File: config.mk
export PLATFORM = sky130hd
export DESIGN_NAME = branch_predictor
export DESIGN_NICKNAME = d
export VERILOG_FILES = /design/src/rtl/bp_pkg.sv /design/src/rtl/bp_sat_counter.sv /design/src/rtl/branch_predictor.sv
export SDC_FILE = /design/constraint.sdc
export NUM_CORES = 1
export LEC_CHECK = 0
export BUFFER_PORTS_ARGS = -buffer_cell sky130_fd_sc_hd__buf_4
export CAP_MARGIN = 30
export CORE_UTILIZATION = 45
export DETAILED_ROUTE_END_ITERATION = 12
export PLACE_DENSITY = 0.62
export SKIP_LAST_GASP = 1
export SLEW_MARGIN = 40
export SYNTH_ARGS = -nofsm -noshare
export SYNTH_HDL_FRONTEND = slang
export SYNTH_SLANG_ARGS = --single-unit
File: constraint.sdc
create_clock -name CLK -period 7.8 [get_ports CLK]
set_input_delay 1.95 -clock CLK [delete_from_list [all_inputs] [get_ports CLK]]
set_output_delay 1.95 -clock CLK [all_outputs]
set_load 0.005 [all_outputs]
File: src/rtl/bp_pkg.sv
// Shared types and helpers for the BTB branch predictor: FSM encoding,
// PC index/tag extraction and direction-counter constants.
package bp_pkg;

    typedef enum logic {
        ST_IDLE  = 1'b0,
        ST_SWEEP = 1'b1
    } bp_state_t;

    // Word-aligned PCs: bits [1:0] never take part in indexing.
    function automatic logic [63:0] pc_index(input logic [63:0] pc, input int idx_w);
        return (pc >> 2) & ((64'd1 << idx_w) - 64'd1);
    endfunction

    function automatic logic [63:0] pc_tag(input logic [63:0] pc, input int idx_w);
        return pc >> (idx_w + 2);
    endfunction

    function automatic logic [63:0] weak_taken(input int ctr_w);
        return 64'd1 << (ctr_w - 1);
    endfunction

    function automatic logic [63:0] strong_taken(input int ctr_w);
        return (64'd1 << ctr_w) - 64'd1;
    endfunction

endpackage

File: src/rtl/bp_sat_counter.sv
// Saturating up/down direction counter with synchronous load; one per BTB entry.
module bp_sat_counter #(
    parameter int CTR_W = 2
) (
    input  logic             CLK,
    input  logic             RST,
    input  logic             inc,
    input  logic             dec,
    input  logic             load,
    input  logic [CTR_W-1:0] load_val,
    output logic [CTR_W-1:0] value
);

    // NOTE: sequential state uses non-blocking assignments so every flop samples pre-edge values.
    always_ff @(posedge CLK or posedge RST) begin
        if (RST) begin
            value <= '0;
        end else if (load) begin
            value <= load_val;
        end else if (inc && (value != '1)) begin
            value <= value + CTR_W'(1);
        end else if (dec && (value != '0)) begin
            value <= value - CTR_W'(1);
        end
    end

endmodule

File: src/rtl/branch_predictor.sv
// Branch target buffer with per-entry direction counters, trained from ID,
// looked up combinationally from IF, with a sweep invalidate and perf counters.
module branch_predictor
    import bp_pkg::*;
#(
    parameter int ADDR_W  = 32,
    parameter int ENTRIES = 16,
    parameter int CTR_W   = 2,
    parameter int PERF_W  = 16
) (
    input  logic              CLK,
    input  logic              RST,
    input  logic [ADDR_W-1:0] if_pc,
    output logic              pred_hit,
    output logic              pred_taken,
    output logic [ADDR_W-1:0] pred_target,
    input  logic              upd_valid,
    input  logic [ADDR_W-1:0] upd_pc,
    input  logic              upd_taken,
    input  logic              upd_is_jump,
    input  logic [ADDR_W-1:0] upd_target,
    input  logic              flush_req,
    output logic              busy,
    output logic [PERF_W-1:0] cnt_update,
    output logic [PERF_W-1:0] cnt_mispredict
);

    localparam int IDX_W = $clog2(ENTRIES);
    localparam int TAG_W = ADDR_W - IDX_W - 2;

    localparam logic [CTR_W-1:0] CTR_WEAK   = CTR_W'(weak_taken(CTR_W));
    localparam logic [CTR_W-1:0] CTR_STRONG = CTR_W'(strong_taken(CTR_W));

    bp_state_t          state;
    logic [IDX_W-1:0]   sweep_idx;

    logic [ENTRIES-1:0] valid;
    logic [TAG_W-1:0]   tag    [ENTRIES];
    logic [ADDR_W-1:0]  target [ENTRIES];
    logic [CTR_W-1:0]   ctr    [ENTRIES];

    logic [IDX_W-1:0]   li;
    logic [TAG_W-1:0]   ltag;
    logic [IDX_W-1:0]   ui;
    logic [TAG_W-1:0]   utag;

    logic               accept;
    logic               u_hit;
    logic               u_pred_taken;
    logic               mispredict;
    logic               alloc;
    logic               u_inc;
    logic               u_dec;
    logic               u_load;
    logic [CTR_W-1:0]   u_load_val;

    assign li   = IDX_W'(pc_index(64'(if_pc), IDX_W));
    assign ltag = TAG_W'(pc_tag(64'(if_pc), IDX_W));
    assign ui   = IDX_W'(pc_index(64'(upd_pc), IDX_W));
    assign utag = TAG_W'(pc_tag(64'(upd_pc), IDX_W));

    assign busy        = (state == ST_SWEEP);
    assign pred_hit    = valid[li] && (tag[li] == ltag) && !busy;
    assign pred_taken  = pred_hit && ctr[li][CTR_W-1];
    assign pred_target = target[li];

    // A flush request wins over a coincident update; the update is simply lost.
    assign accept       = upd_valid && (state == ST_IDLE) && !flush_req;
    assign u_hit        = valid[ui] && (tag[ui] == utag);
    assign u_pred_taken = u_hit && ctr[ui][CTR_W-1];
    assign mispredict   = (u_pred_taken != upd_taken) ||
                          (u_pred_taken && upd_taken && (target[ui] != upd_target));
    assign alloc        = accept && !u_hit && upd_taken;

    // NOTE: every signal driven here gets a default first so no latch can be inferred.
    always_comb begin
        u_inc      = 1'b0;
        u_dec      = 1'b0;
        u_load     = 1'b0;
        u_load_val = CTR_STRONG;
        if (u_hit) begin
            if (upd_is_jump) begin
                u_load = 1'b1;
            end else begin
                u_inc = upd_taken;
                u_dec = !upd_taken;
            end
        end else if (upd_taken) begin
            u_load     = 1'b1;
            u_load_val = upd_is_jump ? CTR_STRONG : CTR_WEAK;
        end
    end

    for (genvar e = 0; e < ENTRIES; e++) begin : g_ctr
        logic sel;
        assign sel = accept && (ui == IDX_W'(e));

        bp_sat_counter #(
            .CTR_W (CTR_W)
        ) u_ctr (
            .CLK      (CLK),
            .RST      (RST),
            .inc      (sel && u_inc),
            .dec      (sel && u_dec),
            .load     (sel && u_load),
            .load_val (u_load_val),
            .value    (ctr[e])
        );
    end

    always_ff @(posedge CLK or posedge RST) begin
        if (RST) begin
            state     <= ST_IDLE;
            sweep_idx <= '0;
        end else begin
            case (state)
                ST_IDLE: begin
                    if (flush_req) begin
                        state     <= ST_SWEEP;
                        sweep_idx <= '0;
                    end
                end
                ST_SWEEP: begin
                    sweep_idx <= sweep_idx + IDX_W'(1);
                    if (sweep_idx == IDX_W'(ENTRIES - 1)) begin
                        state <= ST_IDLE;
                    end
                end
                default: state <= ST_IDLE;
            endcase
        end
    end

    // Sweep and update never coincide: updates are only accepted in IDLE.
    always_ff @(posedge CLK or posedge RST) begin
        if (RST) begin
            valid <= '0;
        end else if (state == ST_SWEEP) begin
            valid[sweep_idx] <= 1'b0;
        end else if (alloc) begin
            valid[ui] <= 1'b1;
        end
    end

    // NOTE: tag/target storage is not reset; the valid bits alone gate their use.
    always_ff @(posedge CLK) begin
        if (alloc) begin
            tag[ui] <= utag;
        end
        if (accept && upd_taken) begin
            target[ui] <= upd_target;
        end
    end

    always_ff @(posedge CLK or posedge RST) begin
        if (RST) begin
            cnt_update     <= '0;
            cnt_mispredict <= '0;
        end else if (accept) begin
            if (cnt_update != '1) begin
                cnt_update <= cnt_update + PERF_W'(1);
            end
            if (mispredict && (cnt_mispredict != '1)) begin
                cnt_mispredict <= cnt_mispredict + PERF_W'(1);
            end
        end
    end

endmodule

# Word level (Yosys, flattened, before mapping)
# Memory sizes are Yosys's and may differ from the RTL's.
# Cells that the tools add are included.
# classes
addsub	35
mul	0
n_div	0
n_lt_le_gt_ge	7
eq_ne	39
n_shift	0
n_mux	83
n_bitwise	6
n_reduce_logical	152
# ops
operator	n
$logic_and A1 B1 Y1	111
$mux W2	52
$eq A26 B26 Y1	2
$reduce_bool A3 Y1	16
$eq A4 B4 Y1 const B	9
$ne A2 B2 Y1 const B	17
$reduce_bool A2 Y1	17
$add A16 B1 Y16 const B	2
$add A2 B1 Y2 const B	16
$mux W16	2
$ne A16 B16 Y1 const B	2
$ne A32 B32 Y1	1
$sub A2 B1 Y2 const B	16
$mux W1	20
$and A16 B16 Y16	1
$bmux W2 S4	2
$eq A4 B3 Y1 const B	4
$not A16 Y16	1
$or A16 B16 Y16	1
$lt A4 B5 Y1 const B	3
$ge A5 B5 Y1 const B	2
$not A4 Y5	2
$bmux W1 S4	2
$demux W1 S4	2
13 further kinds	19
# word_totals
regBits	85
latch_bits	0
ramBits	928
romBits	0
inputBits	102
output_inout_bits	67
word_cells	345
n_memories	2
# mem_list
memory	depth	width	rd	rd_clocked_by_memory_dff	wr	line	rtl
target	16	32	2	0	1	branch_predictor.sv:39	logic [ADDR_W-1:0] target [ENTRIES];
tag	16	26	2	0	1	branch_predictor.sv:38	logic [TAG_W-1:0] tag [ENTRIES];

# Longest topological paths before layout
# logic_depth
word_depth	10
ltp_mapped	22
ltp_nobuf	14

# Modules after synthesis
# From an unflattened synthesis, not the netlist that was laid out.
# unflattened
hier_cells	2547
hier_area_um2	48529.0
# modules_own_cells
module	n_inst	cells_each	area_each_um2	seq_area_each_um2
branch_predictor	1	2339	46747.3	29193.0
bp_sat_counter	16	13	111.4	50.0

# Worst setup path before layout
# OpenSTA, ideal clock, no wires.
# synth_path
path_type	input port to output port
startpoint	in if_pc[2]
endpoint	out pred_taken
arrival_ns	5.112
required_time_ns	5.850
slack_ns	0.738
cell_stages	10
path_buffers	4
cell_sequence	clkbuf_1 > buf_2 > buf_2 > buf_1 > mux4_2 > mux4_2 > xnor2_1 > nand4_1 > nor4_1 > and2_1
# synth_via
elab_chain_len	5
elab_cells_between_ends	11
cone_classes	eq/ne (1); mux (5); bitwise (1); reduce/logical (3); memory (1)
# synth_rtl
item	line	rtl
start: declaration	branch_predictor.sv:13	input logic [ADDR_W-1:0] if_pc,
$mem_v2 Z16 W26 / $bmux W1 S4 (equally long branches)	-	
$eq A26 B26 Y1 / $mux W1 (equally long branches)	branch_predictor.sv:63	assign pred_hit = valid[li] && (tag[li] == ltag) && !busy;
$logic_and A1 B1 Y1 * (2 in a row)	branch_predictor.sv:63	
net pred_hit	branch_predictor.sv:14	output logic pred_hit,
$logic_and A1 B1 Y1 *	branch_predictor.sv:64	assign pred_taken = pred_hit && ctr[li][CTR_W-1];
end: declaration	branch_predictor.sv:15	output logic pred_taken,
# Mark *: on every way through the listed nets, which the timed path passes. The rest lies on a longest branch. The select of a mux whose other input is x is not followed.

# Final worst setup path
# layout_path
startpoint	in if_pc[2]
endpoint	out pred_taken
# layout_via
elab_chain_len	5
elab_cells_between_ends	11
cone_classes	eq/ne (1); mux (5); bitwise (1); reduce/logical (3); memory (1)
# layout_rtl
item	line
$mem_v2 Z16 W26 (tied with other cells)	-
$eq A26 B26 Y1 (tied with other cells)	branch_predictor.sv:63
$logic_and A1 B1 Y1 / $mux W2 (equally long branches) (2 in a row)	branch_predictor.sv:63, branch_predictor.sv:64
$logic_and A1 B1 Y1 *	branch_predictor.sv:64
# Mark *: on every way between the ends. The rest lies on a longest branch, timed or not. The select of a mux whose other input is x is not followed.

==> flow_metrics.env <==
export IMPL_status="complete, no violations"
export IMPL_maxCapViolCount=0
export IMPL_period_share_pct=93.4
export IMPL_tightest_slew_ps=864
export IMPL_place_hpwl_mm=82.3
export IMPL_core_area_um2=108000
export IMPL_wl_per_cell_um=31.8
export IMPL_nets=2890
export IMPL_synth_edf_count=928
export IMPL_die_w_um=333
export IMPL_post_place_cells=4075
export IMPL_hold_viol_final=0
export IMPL_initialDrtViolationCount=2921
export IMPL_rsz0062_at_grt="no"
export IMPL_dieArea_um2=111000
export IMPL_top_layer_used="met5"
export IMPL_final_cell_count_no_fill=4275
export IMPL_ant_nets=0
export IMPL_cp_top_family="simple AND/OR/NAND/NOR gates"
export IMPL_setup_violations=0
export IMPL_yosys_warnings=0
export IMPL_ys_ff_latch=1013
export IMPL_synthFlopType="edfxtp_1"
export IMPL_clk_latency_ps=710
export IMPL_peakVddDrop_mv=0.223
export IMPL_cts_tree="built"
export IMPL_area_growth_pct=14.1
export IMPL_reg2regPathDepth=15
export IMPL_clock_root_buffer="clkbuf_16"
export IMPL_row_count=120
export IMPL_cts_resized=0
export IMPL_fill_cells=8409
export IMPL_cts_made_buffers=106
export IMPL_via_per_inst=6.49
export IMPL_timing_rr_end="cnt_mispredict[1]"
export IMPL_worstPathRequired_ps=5850
export IMPL_async_reset_ff_share_pct=8.39
export IMPL_grt_ovfl_total=0
export IMPL_crit_buf_inv=4
export IMPL_clock_sinks=1013
export IMPL_max_freq_mhz=137
export IMPL_grt_antenna_before_repair=7
export IMPL_grt_max_degree=86
export IMPL_wl_mm=136
export IMPL_timing_setup_critical_path_class="input port to primary output"
export IMPL_die_y_um=333
export IMPL_synth_avg_cell_area_um2=19.1
export IMPL_crit_path_top_delay_cell="or4_1"
export IMPL_grt_use_total_pct=24.6
export IMPL_ys_seq_area_share_pct=61.0
export IMPL_final_area_um2=56100
export IMPL_htree_levels=3
export IMPL_critical_path_depth=11
export IMPL_worstPathCellList="buf_8 -> buf_12 -> mux4_2 -> mux4_2 -> xnor2_1 -> nand4_1 -> or4_1 -> nor4_1 -> buf_4 -> and2_1 -> buf_4"
export IMPL_worstHoldPathType="flop to flop"
export IMPL_relSlewSlack_pct=42.4
export IMPL_synth_nets=2689
export IMPL_finalMaxSlewViolations=0
export IMPL_dr_wl_met2_mm=68.8
export IMPL_grt_pass1_wl_mm=198
export IMPL_place_area_um2=52600
export IMPL_cellPowerDensity_nw_per_um2=219
export IMPL_synth_area_um2=49200
export IMPL_cp_max_fo=26
export IMPL_drt_pass1_iter_count=5
export IMPL_ff2ff_setup_slack_ps=3090
export IMPL_p_leak_nw=18.6
export IMPL_fin_setup_tns_ps=0
export IMPL_globalplace_congestion=0.835
export IMPL_dr_wl_met3_mm=9.37
export IMPL_period_needed_ps=7290
export IMPL_drt_met1_wl_mm=54.0
export IMPL_cts_setup_buffers=0
export IMPL_grt_pass1_vias=29000
export IMPL_drive_gt1_share_pct=36.1
export IMPL_hold_buffers=0
export IMPL_start_util_pct=45.7
export IMPL_drc=0
export IMPL_ios=169
export IMPL_fin_skew_ps=32.6
export IMPL_dr_total_vias=27700
export IMPL_endpoint="pred_taken"
export IMPL_port_buffer_count=164
export IMPL_synthCells=2580
export IMPL_arrival_ps=5340
export IMPL_whs_ps=492
export IMPL_clk_pin_slew_worst_paths_ps=60
export IMPL_setup_worst_path_start="if_pc[2]"
export IMPL_worstSetupEndpointType="primary output"
export IMPL_synth_cell_types=86
export IMPL_final_util_pct=52.1
export IMPL_startpoint_type="input port"
export IMPL_max_stage_delay_ps=650
export IMPL_clk_path_buf_depth=3
export IMPL_rr_startpoint="tag[3][16]"
per-stage QoR:
step                total power, W  worst slack [ps]
floorplan                  0.00690               738
global placement           0.00730               414
detailed placement         0.00733               421
CTS                         0.0124               403
global route                0.0126               302
finish                      0.0123               512
power by group:
group | switching, W | leakage, nW | internal [W]
combinational | 0.000626 | 7.47 | 0.000534
sequential | 0.0000678 | 9.48 | 0.00599
clock | 0.00215 | 1.68 | 0.00291
logic make-up after synthesis:
logic type | after synthesis | synth area share, %
adder cells (fa/ha/maj) | 7 | 0.178
AND/OR/NAND/NOR | 346 | 3.71
multiplexers | 692 | 27.9
flip-flops | 1013 | 61.0
buffers and inverters | 211 | 2.18
XOR/XNOR | 124 | 2.21
AO/OA/AOI/OAI | 187 | 2.82
worst min-delay path by stage:
stage | startpoint | end | depth (start not counted)
6_report | cnt_update[10] | cnt_update[10] | 1
5_1_grt | cnt_mispredict[15] | cnt_mispredict[15] | 1
4_1_cts | cnt_update[10] | cnt_update[10] | 1
3_5_place_dp | cnt_update[10] | cnt_update[10] | 1
3_3_place_gp | cnt_update[10] | cnt_update[10] | 1
2_1_floorplan | valid[7] | valid[7] | 1
layout make-up:
class                      count  area, µm²  share of cell area (%)
sequential                  1013      30000                    53.5
multi-input combinational   1356      18300                    32.6
clock buffer                 134       2760                    4.92
timing repair buffer         275       2490                    4.44
tap                         1403       1760                    3.13
clock inverter                63        712                    1.27
inverter                      29        113                   0.201
antenna                        2       5.00                 0.00892
cells in the mapped netlist (all sizes together) (9+ instances only):
cell type  count  area [µm²]
mux2          16         210
nor3          23         125
or3           15        93.8
nor2b          9        56.3
o2111a         9         101
buf          120         731
and2          14        87.6
and3          28         175
xnor2         69         604
nand2         58         220
mux4         538       12100
nor4          25         178
clkbuf        62         233
inv           29         109
nand4         19         119
xor2          55         482
nand3         20         100
o41ai          9        78.8
nor2          95         357
edfxtp       928       27900
a21oi         27         139
o31ai         15         113
mux2i        138        1380
dfrtp         85        2130
o21ai         40         200
layer usage:
layer / up-vias / GRT usage [%]
li1: 11400 / -
met1: 14900 / 33.0
met2: 1203 / 41.4
met3: 227 / 4.23
met4: 8 / 6.97
met5: - / 0
registers in the layout (all words and copies together) (netlist names):
signal             flops
target               512
tag                  416
g_ctr.u_ctr.value     32
cnt_mispredict        16
cnt_update            16
valid                 16
sweep_idx              4
busy                   1
cell usage in the layout, fill, tap and decap left out, drive strengths merged, types with 31 or more instances in the layout:
master	instances
dfrtp	85
inv	31
mux2i	138
xor2	55
buf	274
edfxtp	928
clkinv	43
mux4	538
nor2	95
o21ai	40
nand2	58
clkbuf	135
xnor2	69
worst reg2reg max path: cells and delay by family, from the launching register on:
family	cells	cell delay, ps
xor+xnor	1	140
simple gates	8	2300
buf+inv	1	190
compound gates	1	250
mux	3	1020
fa+ha+maj	1	300
flops	1	390
Power figures use the tool's default switching activity.
